`src/rtl/proposal_sram_writer_if.sv`:
```
// proposal_sram_writer_if: byte stream in, byte-masked SRAM write port out
interface proposal_sram_writer_if #(
  parameter int ADDR_SPACE = 4,
  parameter int Q = 16,
  parameter int BW = 8
);
  logic in_valid;
  logic in_ready;
  logic [ADDR_SPACE+3:0] in_addr;
  logic [BW-1:0] in_data;
  logic in_last;
  logic flush;
  logic sram_wsb;
  logic [ADDR_SPACE-1:0] sram_waddr;
  logic [BW*Q-1:0] sram_wdata;
  logic [Q-1:0] sram_bytemask;
  logic idle;
  modport master (
    output in_valid, in_addr, in_data, in_last, flush,
    input in_ready, sram_wsb, sram_waddr, sram_wdata, sram_bytemask, idle
  );
  modport slave (
    input in_valid, in_addr, in_data, in_last, flush,
    output in_ready, sram_wsb, sram_waddr, sram_wdata, sram_bytemask, idle
  );
endinterface

```
`src/rtl/proposal_sram_writer.sv`:
```
// proposal_sram_writer: coalesces addressed bytes into one byte-masked SRAM write per word visit
module proposal_sram_writer #(
  parameter int ADDR_SPACE = 4,
  parameter int Q = 16,
  parameter int BW = 8
) (
  input logic clk,
  input logic rst,
  proposal_sram_writer_if.slave bus
);
  typedef enum logic {EMPTY, FILL} state_t;
  state_t state_q, state_d;
  logic pend_q, pend_d;
  logic [ADDR_SPACE-1:0] buf_word_q, buf_word_d, c_word, w;
  logic [BW*Q-1:0] buf_data_q, buf_data_d, c_data, byte_data, lane_bits, merged_data;
  logic [Q-1:0] buf_en_q, buf_en_d, c_en, lane_en, merged_en;
  logic [3:0] b;
  logic acc, commit;
  logic wsb_q, wsb_d;
  logic [ADDR_SPACE-1:0] waddr_q, waddr_d;
  logic [BW*Q-1:0] wdata_q, wdata_d;
  logic [Q-1:0] bmask_q, bmask_d;
  assign acc = bus.in_valid & ~rst;
  assign bus.in_ready = ~rst;
  assign bus.sram_wsb = wsb_q;
  assign bus.sram_waddr = waddr_q;
  assign bus.sram_wdata = wdata_q;
  assign bus.sram_bytemask = bmask_q;
  assign bus.idle = (state_q == EMPTY) & wsb_q;
  always_comb begin
    w = bus.in_addr[ADDR_SPACE+3:4];
    b = bus.in_addr[3:0];
    byte_data = (BW*Q)'(bus.in_data) << (BW * int'(b));
    lane_bits = (BW*Q)'({BW{1'b1}}) << (BW * int'(b));
    lane_en = Q'(1) << b;
    merged_data = (buf_data_q & ~lane_bits) | byte_data;
    merged_en = buf_en_q | lane_en;
    state_d = state_q;
    pend_d = 1'b0;
    buf_word_d = buf_word_q;
    buf_data_d = buf_data_q;
    buf_en_d = buf_en_q;
    commit = 1'b0;
    c_word = buf_word_q;
    c_data = buf_data_q;
    c_en = buf_en_q;
    if (pend_q || state_q == EMPTY) begin
      commit = pend_q;
      state_d = EMPTY;
      if (acc) begin
        buf_word_d = w;
        buf_data_d = byte_data;
        buf_en_d = lane_en;
        if (bus.in_last && !pend_q) begin
          commit = 1'b1;
          c_word = w;
          c_data = byte_data;
          c_en = lane_en;
        end else begin
          state_d = FILL;
          pend_d = bus.in_last;
        end
      end
    end else if (acc && w == buf_word_q) begin
      buf_data_d = merged_data;
      buf_en_d = merged_en;
      if (&merged_en || bus.in_last) begin
        commit = 1'b1;
        c_data = merged_data;
        c_en = merged_en;
        state_d = EMPTY;
      end
    end else if (acc) begin
      commit = 1'b1;
      buf_word_d = w;
      buf_data_d = byte_data;
      buf_en_d = lane_en;
      pend_d = bus.in_last;
    end else if (bus.flush) begin
      commit = 1'b1;
      state_d = EMPTY;
    end
    wsb_d = ~commit;
    waddr_d = commit ? c_word : waddr_q;
    wdata_d = commit ? c_data : wdata_q;
    bmask_d = commit ? ~c_en : bmask_q;
  end
  always_ff @(posedge clk) begin
    if (rst) begin
      state_q <= EMPTY;
      pend_q <= 1'b0;
      buf_word_q <= '0;
      buf_data_q <= '0;
      buf_en_q <= '0;
      wsb_q <= 1'b1;
      waddr_q <= '0;
      wdata_q <= '0;
      bmask_q <= '1;
    end else begin
      state_q <= state_d;
      pend_q <= pend_d;
      buf_word_q <= buf_word_d;
      buf_data_q <= buf_data_d;
      buf_en_q <= buf_en_d;
      wsb_q <= wsb_d;
      waddr_q <= waddr_d;
      wdata_q <= wdata_d;
      bmask_q <= bmask_d;
    end
  end
endmodule

```
`src/flat_wrapper.sv`:
```
// flat-port wrapper written by rule: the top's interface ports become plain ports
module proposal_sram_writer_flat 
#(
  parameter int ADDR_SPACE = 4,
  parameter int Q = 16,
  parameter int BW = 8
)
  (clk, rst, bus_in_valid, bus_in_addr, bus_in_data, bus_in_last, bus_flush, bus_in_ready, bus_sram_wsb, bus_sram_waddr, bus_sram_wdata, bus_sram_bytemask, bus_idle);
  proposal_sram_writer_if #(.ADDR_SPACE(ADDR_SPACE), .Q(Q), .BW(BW)) bus_i ();
  input logic clk;
  input logic rst;
  input wire logic [$bits(bus_i.in_valid)-1:0] bus_in_valid;
  input wire logic [$bits(bus_i.in_addr)-1:0] bus_in_addr;
  input wire logic [$bits(bus_i.in_data)-1:0] bus_in_data;
  input wire logic [$bits(bus_i.in_last)-1:0] bus_in_last;
  input wire logic [$bits(bus_i.flush)-1:0] bus_flush;
  output wire logic [$bits(bus_i.in_ready)-1:0] bus_in_ready;
  output wire logic [$bits(bus_i.sram_wsb)-1:0] bus_sram_wsb;
  output wire logic [$bits(bus_i.sram_waddr)-1:0] bus_sram_waddr;
  output wire logic [$bits(bus_i.sram_wdata)-1:0] bus_sram_wdata;
  output wire logic [$bits(bus_i.sram_bytemask)-1:0] bus_sram_bytemask;
  output wire logic [$bits(bus_i.idle)-1:0] bus_idle;
  assign bus_i.in_valid = bus_in_valid;
  assign bus_i.in_addr = bus_in_addr;
  assign bus_i.in_data = bus_in_data;
  assign bus_i.in_last = bus_in_last;
  assign bus_i.flush = bus_flush;
  assign bus_in_ready = bus_i.in_ready;
  assign bus_sram_wsb = bus_i.sram_wsb;
  assign bus_sram_waddr = bus_i.sram_waddr;
  assign bus_sram_wdata = bus_i.sram_wdata;
  assign bus_sram_bytemask = bus_i.sram_bytemask;
  assign bus_idle = bus_i.idle;
  proposal_sram_writer #(.ADDR_SPACE(ADDR_SPACE), .Q(Q), .BW(BW)) u_core (.clk(clk), .rst(rst), .bus(bus_i));
endmodule
```
`config.mk`:
```
export PLATFORM = sky130hd
export DESIGN_NAME = proposal_sram_writer_flat
export DESIGN_NICKNAME = d
export VERILOG_FILES = /design/src/rtl/proposal_sram_writer_if.sv /design/src/rtl/proposal_sram_writer.sv /design/src/flat_wrapper.sv
export SDC_FILE = /design/constraint.sdc
export NUM_CORES = 1
export LEC_CHECK = 0
export CORE_ASPECT_RATIO = 0.7
export CORE_MARGIN = 2
export CORE_UTILIZATION = 35
export DETAILED_ROUTE_END_ITERATION = 8
export PLACE_DENSITY_LB_ADDON = 0.08
export SLEW_MARGIN = 20
export SYNTH_ARGS = -nofsm -noshare
export SYNTH_HDL_FRONTEND = slang
export SYNTH_SLANG_ARGS = --single-unit
```
`constraint.sdc`:
```
create_clock -name clk -period 6.18 [get_ports clk]
set_input_delay 0.618 -clock clk [delete_from_list [all_inputs] [get_ports clk]]
set_output_delay 0.618 -clock clk [all_outputs]
set_load 0.005 [all_outputs]
```
==> metrics <==
vias in the first global route ~15k; Switch Pwr 0.00141 W; PnR worst setup slack ~2200 ps; Clk pwr share between 40 and 50%; Clock Skews 12.6 ps; DR iter-0 viols approximately 1.3k; prevailing post-synth register cell dfxtp_1; deepest clock path buffer count 3; GRT overflow 0; Post-CTS Hold Buffers 0; post_cts resized 0; status finished clean; highest-count cells in the layout ignoring fill and taps dfxtp_1, a32oi_1, a31oi_1; drt total wl about 59000 um; final setup violation count 0; slew margin rel. a little under a quarter; combinational power share between 10% and 20%; via count approximately 16k; mux share of post-synthesis cell area approximately 7.3%; Post-Synth XOR/XNOR Area less than 1%; Fin. Hold Viols 0; H-tree levels 2; Mean Syn Cell Area 7.88 um^2; post-synthesis simple-gate area fraction 10.7%; Multi-input gate area 8710 um^2; Post-CTS Setup Bufs 0; post-route ant nets 0; Syn. warnings 0; Fillers around 4.5k; minimum clock period 3980 ps; Core Area 44800 um^2; RSZ-0062 raised after global routing false; Synth top area share 37.9%; Syn Nets 2023; vias per inst approximately 6.2; Sequential Area roughly 6000 um^2; GPL Wtd Cong approximately 0.77; Clock Tree Root clkbuf_16; post-route setup TNS 0 ps; die width roughly 260 um; post-layout util around two fifths; Synth Instances around 2k; CP Launch Type input pin; CP endpoint kind flip-flop; max_cap viols 0; Seq pwr share 42.8%; Net Sw Frac between 20% and 30%; max-slew violation count 0; CTS buffer count 34; Hold Crit Class flip-flop to flip-flop; initial antenna violation count 1; static leakage between 5 and 6 nW; NumNets Final roughly 2.0k; port buffer count 171; Area Growth Syn to Fin 18.3%; crit share post-route about 64%; worst-path fanout max 73; row count 65; Synth async-reset ratio 0%; die area 46800 um^2; post-synthesis adder-cell area fraction 0%; chip height ~180 um; most common cell after layout, fill and taps aside dfxtp_1; fmax 0.251 GHz; largest net degree at the start of global routing 95; Critical Path AT roughly 4400 ps; Power per Cell Area roughly 260 nW/um^2; internal power 0.00352 W; Post-synth EDFFs 0; layout cell share with drive strength beyond 1 under 10%; Post-DP HPWL approximately 32000 um; clock latency on the worst-skew pair roughly 530 ps; largest family of logic cells by synthesized area compound AO/OA/AOI/OAI gates; Area contributors post-synth dfxtp_1, a32oi_1, a31oi_1; I/O pin total 172; number of remaining DRC errors 0; register area share after synthesis ~38%; Mapped Area around 16000 um^2; CTS tree built; Max rail drop VDD 125 uV; Initial Util 35.2%; synth unique cells 46; clock slew at reported path FFs roughly 70 ps; Clock Sinks approximately 300; DP Worst Slack roughly 1700 ps; Req. time, crit path around 6600 ps; post-synth top area cell dfxtp_1; post-synthesis compound-gate area fraction 36.6%; synthesis-stage register bit count 299; critical path class input pin to flip-flop; Worst Tran Pin Value roughly 1100 ps; DR WL/cell ~23 um; DRT Pass-1 Iters 5; first-pass GRT wire length a little over 90000 um; GRT Util Overall approximately a quarter
[sequential cells by signal, indices dropped and copies added (netlist names)]
signal	flops
u_core.pend_q	1
u_core.bus.sram_wsb	1
u_core.buf_en_q	16
u_core.state_q	1
u_core.buf_data_q	128
u_core.buf_word_q	4
u_core.bus.sram_waddr	4
u_core.bus.sram_bytemask	16
u_core.bus.sram_wdata	128
[routing by layer]
layer | track usage (%) | wire length [um] | part of all wire (%) | vias to the layer above
met3 | 3.31 | 3230 | 5.5 | 80
li1 | - | - | - | 7565
met2 | 37.0 | 25500 | 43 | 552
met1 | 35.3 | 28800 | 49 | 8093
met5 | 0 | 0 | 0 | -
met4 | 6.80 | 1190 | 2.0 | 0
[stage by stage]
stage / power [W] / instance area [um^2] / hold WS, ps / cells
CTS: 0.00496 / 18600 / 512 / 2607
floorplan: 0.00255 / 15800 / 461 / 2002
finish: 0.00493 / 18700 / 506 / 2609
global route: 0.00513 / 18700 / 537 / 2609
detailed placement: 0.00292 / 17500 / 498 / 2550
global placement: 0.00291 / 17500 / 491 / 2548
[worst max-delay path, cell delays in order]
cell and delay (ps):
clkdlybuf4s50_1 890, nor2b_1 440, a32o_1 240, nand4_1 160, o31ai_4 430, o21a_4 860
buf_4 450, o21ai_0 130, a31oi_1 190
[cell usage after synthesis (all sizes together) (8+ instances only)]
cell type / n
a21boi: 23
a21oi: 128
a22oi: 16
a31oi: 195
a32oi: 201
and2: 9
buf: 86
clkbuf: 185
dfxtp: 299
mux2i: 111
nand2: 120
nand3: 43
nor2: 194
nor3b: 9
o211ai: 8
o21ai: 316
[cell families (layout without fill, tap and decap cells)]
family	Yosys count	in the layout
other	0	1
DFF	299	299
muxes	115	115
and+or+nand+nor	400	400
buffers and inverters	275	278
AOI/OAI and AO/OA	909	909
xor gates and xnor gates	4	4
[final cells by class]
type	instances	area share [%]
clock inverter	4	0.141
sequential	299	32.1
multi-input combinational	1428	46.7
inverter	4	0.0872
timing repair buffer	217	11.2
clock buffer	53	5.71
antenna	1	0.0134
tap	603	4.04
[path summary, 6_finish.rpt]
| check | from | end | cells past startpoint | slack (ps) |
|---|---|---|---|---|
| setup / recovery | bus_in_addr[3] | u_core.bus.sram_wdata[36]$_SDFFE_PP0N_ | 9 | 2200 |
| hold / removal | u_core.bus.sram_waddr[2]$_SDFFE_PP0N_ | u_core.bus.sram_waddr[2]$_SDFFE_PP0N_ | 2 | 510 |
| setup reg to reg | u_core.buf_word_q[2]$_SDFFE_PP0P_ | u_core.bus.sram_bytemask[9]$_SDFFE_PP1N_ | 8 | 2950 |
| hold reg to reg | u_core.bus.sram_waddr[2]$_SDFFE_PP0N_ | u_core.bus.sram_waddr[2]$_SDFFE_PP0N_ | 2 | 510 |
[power by group through the flow]
stage | sequential [W] | clock [W] | combinational (W)
floorplan | 0.00213 | 0 | 0.000418
global placement | 0.00215 | 0 | 0.000752
detailed placement | 0.00215 | 0 | 0.000768
CTS | 0.00211 | 0.00208 | 0.000772
global route | 0.00212 | 0.00216 | 0.000845
finish | 0.00211 | 0.00204 | 0.000777
No activity file was read; power rests on OpenSTA's default activity.
